**config.mk**
```make
export PLATFORM = sky130hd
export DESIGN_NAME = instr_fetch_unit
export DESIGN_NICKNAME = d
export VERILOG_FILES = /design/src/rtl/brisc_pkg.sv /design/src/rtl/instr_fetch_unit_decode.sv /design/src/rtl/instr_fetch_unit.sv
export SDC_FILE = /design/constraint.sdc
export NUM_CORES = 1
export LEC_CHECK = 0
export CAP_MARGIN = 10
export CELL_PAD_IN_SITES_DETAIL_PLACEMENT = 1
export CELL_PAD_IN_SITES_GLOBAL_PLACEMENT = 1
export CORE_AREA = 2 2 86 88
export CTS_CLUSTER_DIAMETER = 50
export DETAILED_ROUTE_END_ITERATION = 7
export DIE_AREA = 0 0 88 90
export PLACE_DENSITY_LB_ADDON = 0.2
export SLEW_MARGIN = 20
export SYNTH_ARGS = -nofsm -noshare
export SYNTH_HDL_FRONTEND = slang
export SYNTH_HIERARCHICAL = 1
export SYNTH_SLANG_ARGS = --single-unit
```
**constraint.sdc**
```tcl
create_clock -name clk -period 2.3 [get_ports clk]
set_clock_uncertainty 0.1 [all_clocks]
set_input_delay 0.23 -clock clk [delete_from_list [all_inputs] [get_ports clk]]
set_output_delay 0.23 -clock clk [all_outputs]
set_load 0.01 [all_outputs]
```
**src/rtl/brisc_pkg.sv**
```systemverilog
// Shared BRISC front-end constants: operand-select codes, opcode classes and fetch states.
// Used by the fetch unit, its decoder and the downstream operand mux / control unit.
package brisc_pkg;

  localparam logic [1:0] IMM_REG = 2'd0;
  localparam logic [1:0] IMM_IMM = 2'd1;
  localparam logic [1:0] IMM_PC  = 2'd2;

  // opcode[7:6] instruction classes
  localparam logic [1:0] OPC_ALU_RR = 2'b00;
  localparam logic [1:0] OPC_ALU_RI = 2'b01;
  localparam logic [1:0] OPC_JAL    = 2'b10;
  localparam logic [1:0] OPC_SYS    = 2'b11;

  typedef enum logic [2:0] {
    ST_F0    = 3'd0,
    ST_F1    = 3'd1,
    ST_F2    = 3'd2,
    ST_F3    = 3'd3,
    ST_ISSUE = 3'd4,
    ST_HALT  = 3'd5
  } fetch_state_e;

endpackage

```
**src/rtl/instr_fetch_unit_decode.sv**
```systemverilog
// Opcode decoder: operand-select class, ALU op and HALT detect. Purely combinational.
module instr_decode
  import brisc_pkg::*;
#(
  parameter logic [7:0] HALT_OPCODE = 8'hFF
) (
  input  logic [7:0] opcode,
  output logic [1:0] imm_ctl,
  output logic [3:0] alu_op,
  output logic       is_halt
);

  always_comb begin
    imm_ctl = IMM_REG;
    unique case (opcode[7:6])
      OPC_ALU_RR: imm_ctl = IMM_REG;
      OPC_ALU_RI: imm_ctl = IMM_IMM;
      OPC_JAL:    imm_ctl = IMM_PC;
      OPC_SYS:    imm_ctl = IMM_REG;
      default:    imm_ctl = IMM_REG;
    endcase
  end

  assign alu_op  = opcode[3:0];
  assign is_halt = (opcode == HALT_OPCODE);

endmodule

```
**src/rtl/instr_fetch_unit.sv**
```systemverilog
// BRISC fetch: reads 3 bytes per instruction (5 cycles F0..ISSUE), decodes, issues over valid/ready.
// Decoded outputs are registered and held in ISSUE until accepted; redirect overrides everything.
module instr_fetch_unit
  import brisc_pkg::*;
#(
  parameter logic [7:0] RESET_PC    = 8'h00,
  parameter logic [7:0] HALT_OPCODE = 8'hFF
) (
  input  logic       clk,
  input  logic       reset,
  output logic [7:0] imem_addr,
  output logic       imem_rd_en,
  input  logic [7:0] imem_rdata,
  input  logic       redirect_valid,
  input  logic [7:0] redirect_pc,
  output logic       instr_valid,
  input  logic       instr_ready,
  output logic [3:0] alu_op,
  output logic [3:0] rd,
  output logic [3:0] rs,
  output logic [7:0] immediate,
  output logic [1:0] imm_ctl,
  output logic [7:0] instr_pc,
  output logic       halted
);

  fetch_state_e state_q, state_d;
  logic [7:0] pc_q, pc_d;
  logic [7:0] op_q, op_d;
  logic [7:0] b1_q, b1_d;
  logic [3:0] alu_op_q, alu_op_d;
  logic [3:0] rd_q, rd_d;
  logic [3:0] rs_q, rs_d;
  logic [7:0] imm_q, imm_d;
  logic [1:0] imm_ctl_q, imm_ctl_d;
  logic [7:0] instr_pc_q, instr_pc_d;
  logic       halt_q, halt_d;

  logic [1:0] dec_imm_ctl;
  logic [3:0] dec_alu_op;
  logic       dec_is_halt;

  instr_decode #(.HALT_OPCODE(HALT_OPCODE)) u_decode (
    .opcode  (op_q),
    .imm_ctl (dec_imm_ctl),
    .alu_op  (dec_alu_op),
    .is_halt (dec_is_halt)
  );

  always_comb begin
    state_d    = state_q;
    pc_d       = pc_q;
    op_d       = op_q;
    b1_d       = b1_q;
    alu_op_d   = alu_op_q;
    rd_d       = rd_q;
    rs_d       = rs_q;
    imm_d      = imm_q;
    imm_ctl_d  = imm_ctl_q;
    instr_pc_d = instr_pc_q;
    halt_d     = halt_q;

    unique case (state_q)
      ST_F0: state_d = ST_F1;
      ST_F1: begin
        op_d    = imem_rdata;
        state_d = ST_F2;
      end
      ST_F2: begin
        b1_d    = imem_rdata;
        state_d = ST_F3;
      end
      // Byte2 arrives now; latch the whole decoded instruction at once so
      // outputs only ever change on the way into ISSUE.
      ST_F3: begin
        alu_op_d   = dec_alu_op;
        imm_ctl_d  = dec_imm_ctl;
        halt_d     = dec_is_halt;
        rd_d       = b1_q[7:4];
        rs_d       = b1_q[3:0];
        imm_d      = imem_rdata;
        instr_pc_d = pc_q;
        state_d    = ST_ISSUE;
      end
      ST_ISSUE: begin
        if (instr_ready) begin
          if (halt_q) begin
            state_d = ST_HALT;
          end else begin
            pc_d    = pc_q + 8'd3;
            state_d = ST_F0;
          end
        end
      end
      ST_HALT: state_d = ST_HALT;
      default: state_d = ST_F0;
    endcase

    if (redirect_valid) begin
      pc_d    = redirect_pc;
      state_d = ST_F0;
    end
  end

  always_ff @(posedge clk or posedge reset) begin
    if (reset) begin
      state_q    <= ST_F0;
      pc_q       <= RESET_PC;
      op_q       <= 8'd0;
      b1_q       <= 8'd0;
      alu_op_q   <= 4'd0;
      rd_q       <= 4'd0;
      rs_q       <= 4'd0;
      imm_q      <= 8'd0;
      imm_ctl_q  <= IMM_REG;
      instr_pc_q <= 8'd0;
      halt_q     <= 1'b0;
    end else begin
      state_q    <= state_d;
      pc_q       <= pc_d;
      op_q       <= op_d;
      b1_q       <= b1_d;
      alu_op_q   <= alu_op_d;
      rd_q       <= rd_d;
      rs_q       <= rs_d;
      imm_q      <= imm_d;
      imm_ctl_q  <= imm_ctl_d;
      instr_pc_q <= instr_pc_d;
      halt_q     <= halt_d;
    end
  end

  always_comb begin
    imem_addr = pc_q;
    unique case (state_q)
      ST_F1:   imem_addr = pc_q + 8'd1;
      ST_F2:   imem_addr = pc_q + 8'd2;
      default: imem_addr = pc_q;
    endcase
  end

  // State is already F0 during reset, so the strobe must be gated explicitly.
  assign imem_rd_en  = !reset && (state_q == ST_F0 || state_q == ST_F1 || state_q == ST_F2);
  assign instr_valid = (state_q == ST_ISSUE);
  assign halted      = (state_q == ST_HALT);
  assign alu_op      = alu_op_q;
  assign rd          = rd_q;
  assign rs          = rs_q;
  assign immediate   = imm_q;
  assign imm_ctl     = imm_ctl_q;
  assign instr_pc    = instr_pc_q;

endmodule

```
Yosys cells after proc, flatten, opt, wreduce, memory -nomap -nowiden
Cells that the tools add are included.
- add/sub/neg operators: 3
- reductions and logical operators: 10
- equality and inequality tests: 11
- mux-type cells: 10
- operators by type and width (operator ; number):
    $mux 8 ; 4
    $pmux 3 s6 ; 1
    $add 8x2->8 const B ; 2
    $pmux 8 s2 ; 1
    $mux 3 ; 3
    $add 8x1->8 const B ; 1
    $eq 8x8->1 const B ; 1
    $eq 3x2->1 const B ; 2
    $eq 3x3->1 const B ; 2
    $pmux 2 s3 ; 1
    $eq 2x2->1 const B ; 2
    $reduce_bool 2->1 ; 2
    $eq 3x1->1 const B ; 1
    $logic_not 3->1 ; 1
    $ne 3x2->1 const B ; 1
    $reduce_and 3->1 ; 1
    $eq 2x1->1 const B ; 1
    $logic_not 2->1 ; 1
    $logic_or 1x1->1 ; 2
    $ne 2x2->1 const B ; 1
    $reduce_or 2->1 ; 1
    $logic_and 1x1->1 ; 1
    $logic_not 1->1 ; 1
- logic and storage cells: 45
- output and inout bits: 41
- register bits after elaboration: 58

Longest topological paths before layout
- word-level depth: 5
- depth in mapped cells: 5
- gate-level depth less buffers: 5

Cells and area by module
The synthesis kept the hierarchy.
- by module, submodules not included (module ; cells an instance ; times used ; area each (um2) ; sequential area each (um2)):
    instr_fetch_unit ; 211 ; 1 ; 2676.3 ; 1451.4
    instr_decode ; 9 ; 1 ; 61.3 ; 0.0

Least setup slack after synthesis
OpenSTA, ideal clock, no wires.
- path kind: input-to-output
- start point: input reset
- end point: output imem_rd_en
- arrival: 1.767 ns
- buffers on the path: 0
- path slack: 0.203 ns
- stages: 2
- cells stage by stage: inv_1 > and2_1
- cells in the longest elaborated chain, start to end: 2
- RTL lines (item ; line ; RTL):
    start, declared ; instr_fetch_unit.sv:10 ; input logic reset,
    $logic_not 1->1 ; instr_fetch_unit.sv:143 ; assign imem_rd_en = !reset && (state_q == ST_F0 || state_q == ST_F1 || state_q == ST_F2);
    $logic_and 1x1->1 ; instr_fetch_unit.sv:143 ;
    end, declared ; instr_fetch_unit.sv:12 ; output logic imem_rd_en,
No other way between the ends.

Worst setup path in the final report
- start point: register state_q[1]
- end point: output instr_valid
- cells in the longest elaborated chain, start to end: 1
- RTL lines (item ; line ; RTL):
    start, declared ; instr_fetch_unit.sv:27 ; fetch_state_e state_q, state_d;
    start signal, assigned ; instr_fetch_unit.sv:119 ; state_q <= state_d;
    $eq 3x3->1 ; instr_fetch_unit.sv:144 ; assign instr_valid = (state_q == ST_ISSUE);
    end, declared ; instr_fetch_unit.sv:16 ; output logic instr_valid,
No other way between the ends.

==> summary.md <==
| Metric | Value |
|---|---|
| CP top delay family | buffers and inverters |
| Final Hold Fails | 0 |
| Die Wd | 88 um |
| Relative slew margins | 50.7% |
| Commonest non-fill, non-tap cell in the layout | dfrtp_1 |
| CP Capture Point | instr_valid |
| Largest family of logic cells by synthesized area | multiplexers |
| Layout cells sized above 1 | 33.8% |
| Clock sinks | 58 |
| Final Setup Violations | 0 |
| CTS tree | built |
| Die area | 7920 um^2 |
| Worst hold path class | in2async |
| Synth Area in Simple Gates | 12.2% |
| Flip-flop and latch count after synthesis | 58 |
| Vias in the first global route | 2215 |
| Arrival time worst endpoint | 1.88 ns |
| Power Total | 0.00382 W |
| Fin util | 54.1% |
| Post-synth EDFFs | 0 |
| Number of top-level pins | 61 |
| DRT antenna net count | 0 |
| Reg2reg setup slack | 0.10 ns |
| Slew @ Worst Pin | 0.739 ns |
| Syn Area/Cell | 12.4 um^2 |
| Worst EP required | 1.97 ns |
| Register area share after synthesis | 53.0% |
| Synthesized cell area | 2740 um^2 |
| Reg-to-reg critical path endpoint | pc_q[6] |
| Largest net degree at the start of global routing | 59 |
| N_diodes | 0 |
| Global-route wire length before repair | 11300 um |
| Status | complete, no violations |
| Critical path endpoint category | output pin |
| Residual DRC | 0 |
| Final worst-path cycle share | 96.1% |
| CP Launch Point | state_q[1] |
| Leak Pwr | 1.61 nW |
| Met3 wire len | 258 um |
| Total Routing Usage GR | 18.8% |
| CP Max Fanout | 14 |
| Synth Area in Compound Gates | 8.04% |
| Grt ovf | 0 |
| Top FF cell, synth | dfrtp_1 |
| Final wirelength | 6930 um |
| Initial antenna violation count | 0 |
| Peak supply drop | 0.533 mV |
| CP Launch Type | flop |
| PwrDens | 1010 nW/um^2 |
| Die Y | 90 um |
| Critical path depth | 4 |
| Vias per inst | 5.09 |
| Num rows | 31 |
| RR Startpoint | pc_q[0] |
| Final setup margin | 0.0892 ns |
| Hpwl dp | 4890 um |
| Syn Inst Count | 220 |
| Wire per inst | 17.0 um |
| Synth Warn # | 6 |
| Crit-path cells | buf_4 > nand2b_2 > nor2_1 > clkdlybuf4s50_1 |
| CP max stage delay | 0.55 ns |
| MaxCap Viol Count | 0 |
| Clock tree buffer depth | 2 |
| PortBufs | 60 |
| GP Congestion | 0.836 |
| Clock Latency Late Sink | 0.33 ns |
| Fin crit period | 2.21 ns |
| FFs w/ async S/R, synth | 100% |
| Multiplexer share of the synthesized area | 19.3% |
| Max layer used | met4 |
| Starting density of the core | 39.0% |
| Fmax | 452 MHz |
| Clock slew at reported path FFs | 0.06 ns |
| DRT iter0 DRCs | 44 |
| Via count | 2072 |
| Critical path type | reg2out |
| Nets@finish | 327 |
| Commonest non-fill, non-tap cells in the layout | dfrtp_1 (56), clkdlybuf4s50_1 (52), mux2_2 (47) |
| Post-synthesis xor/xnor area fraction | 2.24% |
| DRT met1 WL | 2920 um |
| WL met2 | 3570 um |
| TritonCTS Buffers | 9 |
| P&R area growth vs syn | 38.6% |
| Router iterations before antenna repair | 3 |
| Hold_ws | 0.346 ns |
| Area share of fa/ha/maj cells after synthesis | 1.83% |
| H-tree depth | 3 |
| Clock Tree Root | clkbuf_8 |
| Crit-path slowest cell | clkdlybuf4s50_1 |
| Syn_nets | 244 |
| Synth cell types | 47 |
| Pre-CTS worst setup slack | 0.0190 ns |
| R2R cell count | 6 |
| Setup_tns | 0 ns |
| Slew Viols, Final | 0 |
| Buf/Inv on CP | 2 |
| Core area | 7020 um^2 |
==> state kept, by name (all words and copies together), names as in the netlist <==
name,flops
immediate,8
rs,4
imm_ctl,2
pc_q,8
instr_pc,8
state_q,3
b1_q,8
alu_op,4
halt_q,1
rd,4
op_q,8
==> layout make-up <==
cell class / instances / area (um^2)
sequential: 58 / 1450
multi-input combinational: 144 / 1240
clock buffer: 13 / 139
inverter: 4 / 15.0
tap: 99 / 124
clock inverter: 3 / 40.0
fill: 739 / 3230
timing repair buffer: 86 / 782
==> kinds of logic after synthesis <==
logic type      after synthesis
buf+inv                      18
xor+xnor                      7
flops                        58
fa+ha+maj                     4
mux                          47
compound gates               32
simple gates                 54
==> synth_stat cells, types with 3 or more instances <==
master / count / area, um^2
buf_2: 5 / 25.0
nand2_1: 7 / 26.3
nand3_1: 3 / 15.0
o31ai_1: 4 / 30.0
nor2_1: 9 / 33.8
clkbuf_1: 4 / 15.0
nand3b_1: 3 / 22.5
a21oi_1: 7 / 35.0
nand2b_1: 4 / 25.0
dfrtp_1: 58 / 1450
inv_1: 3 / 11.3
nand4_1: 4 / 25.0
nor2b_1: 7 / 43.8
a31oi_1: 5 / 31.3
xor2_1: 5 / 43.8
ha_1: 4 / 50.1
mux2_2: 47 / 529
buf_4: 5 / 37.5
o21ai_0: 3 / 15.0
==> report_power, final <==
part | total (W) | switching, W | leakage (nW) | internal, W
registers | 0.00159 | 0.000204 | 0.690 | 0.00138
clock network | 0.000876 | 0.000378 | 0.0914 | 0.000498
logic | 0.00136 | 0.000512 | 0.825 | 0.000844
==> tightest hold or removal path, delay by kind of cell <==
family / cells / cell delay, ns
buf+inv: 3 / 1.06
==> per-layer routing <==
metal / GRT usage [%] / up-vias
li1: - / 962
met1: 23.6 / 1047
met2: 30.1 / 49
met3: 4.78 / 14
met4: 8.46 / 0
met5: 0 / -
==> timing repair <==
| action | CTS | global route |
|---|---|---|
| endpoints found under the hold margin | 0 | 0 |
| resized for setup | 18 | 8 |
| buffers inserted | 2 | 4 |
| hold buffers | 0 | 0 |
| pin swaps | 0 | 2 |
| setup endpoints to repair | 10 | 7 |
==> metrics by stage <==
step | instances | instance area (um^2)
6_report | 407 | 3790
4_1_cts | 403 | 3750
3_3_place_gp | 385 | 3530
2_1_floorplan | 220 | 2740
5_1_grt | 407 | 3790
3_5_place_dp | 385 | 3530
==> worst min path at each step <==
| stage | end | startpoint | slack, ns |
|---|---|---|---|
| floorplan | pc_q[1] | redirect_pc[1] | 0.25 |
| global placement | rs[2] | b1_q[2] | 0.39 |
| detailed placement | rs[3] | b1_q[3] | 0.39 |
| CTS | instr_pc[1] | reset | 0.36 |
| global route | pc_q[3] | redirect_pc[3] | 0.38 |
| finish | alu_op[0] | reset | 0.35 |
(Power assumes the default switching activity.)
